### src/rtl/block_game_pkg.sv
// block_game_pkg: shared FSM state encoding and default timing/gameplay parameters
//   Used by block_game_ctrl and block_speed_ctrl.
package block_game_pkg;

    typedef enum logic [1:0] {
        IDLE  = 2'd0,
        PLAY  = 2'd1,
        PAUSE = 2'd2,
        OVER  = 2'd3
    } state_t;

    localparam logic [31:0] DEF_INIT_PERIOD    = 32'd50_000_000;
    localparam logic [31:0] DEF_MIN_PERIOD     = 32'd5_000_000;
    localparam logic [31:0] DEF_STEP           = 32'd5_000_000;
    localparam int          DEF_HITS_PER_LEVEL = 8;
    localparam int          DEF_LIVES          = 3;

endpackage

### src/rtl/block_speed_ctrl.sv
// block_speed_ctrl: level counter and shift-period (gene_time) decrement with floor
//   clk, rst     : clock, synchronous active-high reset
//   load         : reinitialise for a new game
//   level_up     : advance one level this cycle
//   level        : current level, saturates at 15
//   gene_time    : shift period, steps down by STEP, never below MIN_PERIOD
module block_speed_ctrl
    import block_game_pkg::*;
#(
    parameter logic [31:0] INIT_PERIOD = DEF_INIT_PERIOD,
    parameter logic [31:0] MIN_PERIOD  = DEF_MIN_PERIOD,
    parameter logic [31:0] STEP        = DEF_STEP
) (
    input  logic        clk,
    input  logic        rst,
    input  logic        load,
    input  logic        level_up,
    output logic [3:0]  level,
    output logic [31:0] gene_time
);

    logic [31:0] gene_nx;

    // Check gene_time > STEP first so the subtraction can never wrap.
    always_comb
        gene_nx = (gene_time > STEP && gene_time - STEP > MIN_PERIOD) ? gene_time - STEP : MIN_PERIOD;

    always_ff @(posedge clk)
        if (rst || load) begin
            level     <= 4'd0;
            gene_time <= INIT_PERIOD;
        end else if (level_up) begin
            level     <= (level == 4'd15) ? level : level + 4'd1;
            gene_time <= gene_nx;
        end

endmodule

### src/rtl/block_game_ctrl.sv
// block_game_ctrl: game FSM, hit/escape scoring, lives and speed control for a falling-block game
//   Inputs : clk, rst (sync, active-high), start, pause, key_valid, key_lane[1:0],
//            shift_en, bottom_valid, bottom_lane[1:0]
//   Outputs: gene_time[31:0], run_en, field_rst, clear_bottom, score[15:0],
//            level[3:0], lives[1:0], state[1:0], game_over (all registered)
//   Macro  : BLOCK_CTRL_MISS_PENALTY_EN -- a non-hit key in PLAY costs one life
module block_game_ctrl
    import block_game_pkg::*;
#(
    parameter logic [31:0] INIT_PERIOD    = DEF_INIT_PERIOD,
    parameter logic [31:0] MIN_PERIOD     = DEF_MIN_PERIOD,
    parameter logic [31:0] STEP           = DEF_STEP,
    parameter int          HITS_PER_LEVEL = DEF_HITS_PER_LEVEL,
    parameter int          LIVES          = DEF_LIVES
) (
    input  logic        clk,
    input  logic        rst,
    input  logic        start,
    input  logic        pause,
    input  logic        key_valid,
    input  logic [1:0]  key_lane,
    input  logic        shift_en,
    input  logic        bottom_valid,
    input  logic [1:0]  bottom_lane,
    output logic [31:0] gene_time,
    output logic        run_en,
    output logic        field_rst,
    output logic        clear_bottom,
    output logic [15:0] score,
    output logic [3:0]  level,
    output logic [1:0]  lives,
    output logic [1:0]  state,
    output logic        game_over
);

    state_t      cur, state_nx;
    logic        run_en_d, field_rst_d, game_over_d;
    logic        load, play, hit, escape, miss, lose, level_up, cleared;
    logic [15:0] hit_cnt;

    assign state = cur;

    always_ff @(posedge clk)
        if (rst) begin
            cur       <= IDLE;
            run_en    <= 1'b0;
            field_rst <= 1'b1;
            game_over <= 1'b0;
        end else begin
            cur       <= state_nx;
            run_en    <= run_en_d;
            field_rst <= field_rst_d;
            game_over <= game_over_d;
        end

    // OVER is taken from the registered lives, i.e. the cycle after lives shows 0.
    always_comb
        state_nx = (cur == IDLE || cur == OVER) ? (start ? PLAY : cur) :
                   (cur == PLAY) ? (lives == 2'd0 ? OVER : pause ? PAUSE : PLAY) :
                   (pause ? PLAY : PAUSE);

    always_comb begin
        run_en_d    = state_nx == PLAY;
        game_over_d = state_nx == OVER;
        field_rst_d = state_nx == IDLE || (cur == OVER && state_nx == PLAY);
    end

    always_comb begin
        load     = start && (cur == IDLE || cur == OVER);
        play     = cur == PLAY;
        hit      = play && key_valid && bottom_valid && !cleared && key_lane == bottom_lane;
        escape   = play && shift_en && bottom_valid && !cleared && !hit;
`ifdef BLOCK_CTRL_MISS_PENALTY_EN
        miss     = play && key_valid && !hit;
`else
        miss     = 1'b0;
`endif
        lose     = (escape || miss) && lives != 2'd0;
        level_up = hit && hit_cnt == 16'(HITS_PER_LEVEL - 1);
    end

    always_ff @(posedge clk)
        if (rst || load) begin
            score        <= 16'd0;
            lives        <= 2'(LIVES);
            hit_cnt      <= 16'd0;
            cleared      <= 1'b0;
            clear_bottom <= 1'b0;
        end else begin
            score        <= (hit && score != 16'hFFFF) ? score + 16'd1 : score;
            lives        <= lose ? lives - 2'd1 : lives;
            hit_cnt      <= level_up ? 16'd0 : hit ? hit_cnt + 16'd1 : hit_cnt;
            // shift_en wins over a same-cycle hit, leaving cleared at 0
            cleared      <= play ? (shift_en ? 1'b0 : hit ? 1'b1 : cleared) : cleared;
            clear_bottom <= hit;
        end

    block_speed_ctrl #(
        .INIT_PERIOD(INIT_PERIOD),
        .MIN_PERIOD (MIN_PERIOD),
        .STEP       (STEP)
    ) u_speed (
        .clk      (clk),
        .rst      (rst),
        .load     (load),
        .level_up (level_up),
        .level    (level),
        .gene_time(gene_time)
    );

endmodule

### config.mk
export PLATFORM = sky130hd
export DESIGN_NAME = block_game_ctrl
export DESIGN_NICKNAME = d
export VERILOG_FILES = /design/src/rtl/block_game_pkg.sv /design/src/rtl/block_speed_ctrl.sv /design/src/rtl/block_game_ctrl.sv
export SDC_FILE = /design/constraint.sdc
export NUM_CORES = 1
export LEC_CHECK = 0
export CAP_MARGIN = 20
export CORE_ASPECT_RATIO = 1.4
export CORE_MARGIN = 10
export CORE_UTILIZATION = 45
export CTS_BUF_LIST = sky130_fd_sc_hd__clkbuf_4 sky130_fd_sc_hd__clkbuf_8
export DETAILED_ROUTE_END_ITERATION = 8
export PLACE_DENSITY = 0.69
export RECOVER_POWER = 50
export SYNTH_ARGS = -nofsm -noshare
export SYNTH_HDL_FRONTEND = slang
export SYNTH_SLANG_ARGS = --single-unit
export TNS_END_PERCENT = 50
### constraint.sdc
create_clock -name clk -period 5.4 [get_ports clk]
set_input_delay 1.08 -clock clk [delete_from_list [all_inputs] [get_ports clk]]
set_output_delay 1.08 -clock clk [all_outputs]
set_load 0.05 [all_outputs]
Yosys cells after proc, flatten, opt, wreduce, memory -nomap -nowiden
Cells that the tools add are included.
W data, S select, Z words.
- add/sub/neg operators: 5
- $lt $le $gt $ge: 2
- equality and inequality tests: 8
- multiplexer cells: 9
- bitwise logic cells: 1
- reduce and logical (&&, ||, !) cells: 27
- operators with widths (cell ; count):
    $gt A32 B23 Y1 const B ; 2
    $add A16 B1 Y16 const B ; 2
    $mux W32 ; 1
    $sub A32 B23 Y32 const B ; 1
    $eq A16 B3 Y1 const B ; 1
    $ne A16 B16 Y1 const B ; 1
    $logic_and A1 B1 Y1 ; 14
    $mux W2 ; 6
    $logic_not A2 Y1 ; 3
    $add A4 B1 Y4 const B ; 1
    $eq A2 B1 Y1 const B ; 2
    $eq A2 B2 Y1 const B ; 2
    $eq A4 B4 Y1 const B ; 1
    $reduce_and A2 Y1 ; 2
    $reduce_bool A2 Y1 ; 2
    $logic_or A1 B1 Y1 ; 3
    $eq A2 B2 Y1 ; 1
    $logic_not A1 Y1 ; 2
    $mux W1 ; 2
    $reduce_or A2 Y1 ; 1
    $sub A2 B1 Y2 const B ; 1
    $not A1 Y1 ; 1
- flip-flop bits (word level): 77
- input bits: 11
- output and inout port bits: 60
- word-level logic and storage cells: 63

Depth between registers and ports, before layout
- word-level depth: 8
- mapped depth: 14
- depth with buffers taken out: 10

Modules after synthesis
Synthesis repeated with hierarchy kept, for this count alone.
- cells, all modules: 568
- area, all modules: 4598.2 um^2
- by module, submodules not included (module ; instances ; cells each ; area each (um^2) ; sequential area each (um^2)):
    block_speed_ctrl ; 1 ; 313 ; 2461.1 ; 600.6
    block_game_ctrl ; 1 ; 255 ; 2137.0 ; 820.8

Worst setup path after synthesis
Ideal clock, no wire load.
- kind: flip-flop to flip-flop
- start point: register u_speed.gene_time[6]
- end point: register u_speed.gene_time[17]
- library setup time: 122 ps
- arrival time: 3421 ps
- path slack: 1857 ps
- stages on the path, launching flop included: 13
- path buffers: 2
- period minus slack after synthesis: 3543 ps
- cells stage by stage: dfxtp_1 -> buf_2 -> inv_1 -> ha_1 -> buf_2 -> nand4b_1 -> a211oi_2 -> o31ai_2 -> o41ai_1 -> a211oi_1 -> a2111oi_4 -> a21oi_2 -> a221o_1
- longest elaborated chain between the ends: 4
- elaborated cells between the ends (all ways): 5
- those cells by class: add/sub (1); order compare (2); mux (1); reduce/logical (1)
- RTL lines (what ; RTL line ; source):
    start: declaration ; block_speed_ctrl.sv:19 ; output logic [31:0] gene_time
    start signal: assignment ; block_speed_ctrl.sv:34 ; gene_time <= gene_nx;
    $sub A32 B23 Y32 ; block_speed_ctrl.sv:26 ; gene_nx = (gene_time > STEP && gene_time - STEP > MIN_PERIOD) ? gene_time - STEP : MIN_PERIOD;
    $gt A32 B23 Y1 ; block_speed_ctrl.sv:26 ;
    $logic_and A1 B1 Y1 ; block_speed_ctrl.sv:26 ;
    $mux W32 * ; block_speed_ctrl.sv:26 ;
Every way passes the cells marked *; elsewhere a longest branch is shown, timed or not.
A chain may end at the register's enable or synchronous reset.

Worst setup path in the final report
- start point: input key_lane[0]
- end point: register u_speed.gene_time[16]
- longest elaborated chain between the ends: 3
- RTL lines (what ; RTL line ; source):
    start: declaration ; block_game_ctrl.sv:21 ; input logic [1:0] key_lane,
    $eq A2 B2 Y1 ; block_game_ctrl.sv:71 ; hit = play && key_valid && bottom_valid && !cleared && key_lane == bottom_lane;
    $logic_and A1 B1 Y1 ; block_game_ctrl.sv:71 ;
    $logic_and A1 B1 Y1 ; block_game_ctrl.sv:79 ; level_up = hit && hit_cnt == 16'(HITS_PER_LEVEL - 1);
Every way passes these cells.

==> impl_results.md <==
- Syn. warnings: 0
- Hold_sp: score[9]
- Diodes inserted: 0
- DIE AREA: 13,860 sq um
- Crit Path Class: in -> reg
- DIE WIDTH: 102.4 um
- Max frequency: 242.0 MHz
- Worst-Margin Slew: 1.233 ns
- Clk sinks: 71
- Lkg Pwr: 1.810 nW
- Final hold viol count: 0
- Final period utilization: 0.7654
- DRT Wirelength: 11,840 um
- CTS tree: built
- Sequential-to-total area share from yosys stat: 0.3325
- Core Footprint: 9354 sq um
- Maximum number of pins on one net before global-route repair: 27
- Worst-path fanout max: 17
- Cell Pwr Density: 212.6 nW/um^2
- Num CTS Buffers: 9
- Final Setup Violations: 0
- CP Data Required Time: 5.70 ns
- Post-CTS setup buffers: 0
- Vias per cell: 6.036
- Reg-to-Reg Start: u_speed.gene_time[6]
- Vias in the first global route: 3,864
- CP top delay family: simple AND/OR/NAND/NOR gates
- IO buf count: 64
- I/O pin count: 71
- Leading cell type in the layout, fill and taps excluded: dfxtp_1
- CTS root buffer: clkbuf_8
- Fraction of layout cells with a size suffix above 1: 0.05470
- DR DRC count: 0
- Main flop type after synthesis: dfxtp_1
- Reg power frac: 0.498
- #FFs+latches synth: 71
- Initial antenna violation count: 0
- Net Sw Frac: 0.2840
- Global Route Usage Sum: 0.1732
- Combinational group share of total power: 0.133
- Synthesized instance count: 534
- Pins Over Slew Limit: 0
- Pwr Total: 1.084 mW
- Net switching power: 0.3078 mW
- HPWL after DPL: 8688 um
- RSZ-0062 raised after global routing: false
- Crit-path cells: dlygate4sd3_1 -> xor2_1 -> nor3_2 -> clkbuf_1 -> and3_1 -> and2_1 -> nand3_1 -> or3_1 -> o311a_1 -> a21bo_1
- Status: finished, final reports clean
- Syn_area_per_cell: 8.006 sq um
- Setup TNS: 0 ns
- Worst slew margin: 0.1780
- Row cnt: 42
- Crit path arrival time: 4.43 ns
- VDD IR max: 213.5 uV
- Maximum Capacitance Violations: 0
- Global-route wire length before repair: 19,520 um
- HP Class: reg -> reg
- H-tree lvl count: 3
- Count of flip-flops with a built-in enable after synthesis: 0
- Fin crit period: 4.133 ns
- CP max stage cell: dlygate4sd3_1
- Post-cts sizing count: 0
- Routed vias: 4,195
- Die H: 135.3 um
- Asr flop ratio synth: 0
- Critical Path Source Type: primary input
- Clock power share: 0.369
- Clk buf depth: 2
- Fin Hold WS: 0.5080 ns
- Nature of the critical path endpoint: register
- Cell area after synthesis: 4275 sq um
- Cell internal pwr: 0.7762 mW
- DRT Pass-1 Iters: 7
- Most frequent cells in the layout: dfxtp_1 (71), nor2_1 (62), dlygate4sd3_1 (49)
- Post-cts hold buffer count: 0
- Crit-path max cell delay: 0.54 ns
- GPL Wtd Cong: 0.8830
- CTS clock-pin slew for the worst setup and hold paths: 0.07 ns
- Netlist cell types: 69
- Layout area overhead: 19.26%
- Worst skew pair latency: 0.36 ns
- Initial Util: 0.4571
- CP Buf/Inv Count: 2
- Post-route ant nets: 0
- Fin Clk Skew: 0.01296 ns
- Source of the critical timing path: key_lane[0]
- Drt wl/cell: 17.04 um
- Nets: 600
- Global route overflow: 0
- First DRT Iteration DRCs: 318
## flip-flops by register name (all words and copies together) (netlist names)
register,cells
u_speed.gene_time,26
hit_cnt,16
score,16
u_speed.level,4
lives,2
state,2
clear_bottom,1
cleared,1
field_rst,1
game_over,1
run_en,1
## through the flow
step / cell area (sq um) / util / setup slack [ns] / std cells
5_1_grt: 5099 / 0.5451 / 0.9282 / 695
3_3_place_gp: 4922 / 0.5262 / 1.289 / 679
3_5_place_dp: 4922 / 0.5262 / 1.176 / 679
2_1_floorplan: 4294 / - / 1.857 / 539
4_1_cts: 5106 / 0.5459 / 1.472 / 695
6_report: 5099 / 0.5451 / 1.267 / 695
## area by class of cell
type / instances / area, sq um
Sequential cell: 71 / 1421
Tap cell: 110 / 137.6
Inverter: 12 / 45.04
Multi-Input combinational cell: 418 / 2648
Clock buffer: 13 / 166.4
Timing Repair Buffer: 68 / 663.1
Clock inverter: 3 / 17.52
Fill cell: 907 / 4255
## power groups by stage
stage          Combinational, mW  Sequential, mW  Clock [mW]
2_1_floorplan             0.0684           0.589           0
3_3_place_gp               0.148           0.552           0
3_5_place_dp               0.150           0.553           0
4_1_cts                    0.150           0.540       0.407
5_1_grt                    0.156           0.541       0.428
6_report                   0.144           0.540       0.400
## final timing paths
check	to	slack, ns	depth (start not counted)
worst max register to register	u_speed.gene_time[16]	1.43	10
worst max-delay path	u_speed.gene_time[16]	1.27	10
worst min-delay path	score[9]	0.51	2
worst min register to register	score[9]	0.51	2
## worst min-delay path, cell delays in order, from the launching register on
cell,delay [ns]
dfxtp_1,0.33
o21ai_0,0.07
a21oi_1,0.06
## logic make-up after synthesis
logic type | after synthesis | share of synthesized area
muxes | 4 | 0.009658
other | 1 | 0.0008771
buffers and inverters | 50 | 0.05268
DFF | 71 | 0.3325
adders and majority gates | 9 | 0.02634
xor gates and xnor gates | 34 | 0.06965
and+or+nand+nor | 219 | 0.2613
AOI/OAI and AO/OA | 146 | 0.2470
## cells in the mapped netlist (7+ instances only)
cell / n / area, sq um
dfxtp_1: 71 / 1421
inv_1: 12 / 45.04
nand2b_1: 8 / 50.05
xnor2_1: 13 / 113.9
nor2_1: 62 / 232.7
o211ai_1: 7 / 52.55
clkbuf_1: 20 / 75.07
nand3_1: 25 / 125.1
o31ai_1: 11 / 82.58
a21oi_1: 25 / 125.1
a211oi_1: 10 / 75.07
or3_1: 9 / 56.30
nand2_1: 44 / 165.2
ha_1: 9 / 112.6
o21ai_0: 24 / 120.1
nand4_1: 12 / 75.07
xor2_1: 21 / 183.9
buf_2: 12 / 60.06
nor3_1: 14 / 70.07
## routing by layer
layer / track usage / share of wire
met1: 0.2049 / 0.40
met2: 0.2930 / 0.52
met3: 0.03728 / 0.059
met4: 0.07311 / 0.027
met5: 0 / 0
Note: power is estimated with default switching activity, not from simulation.
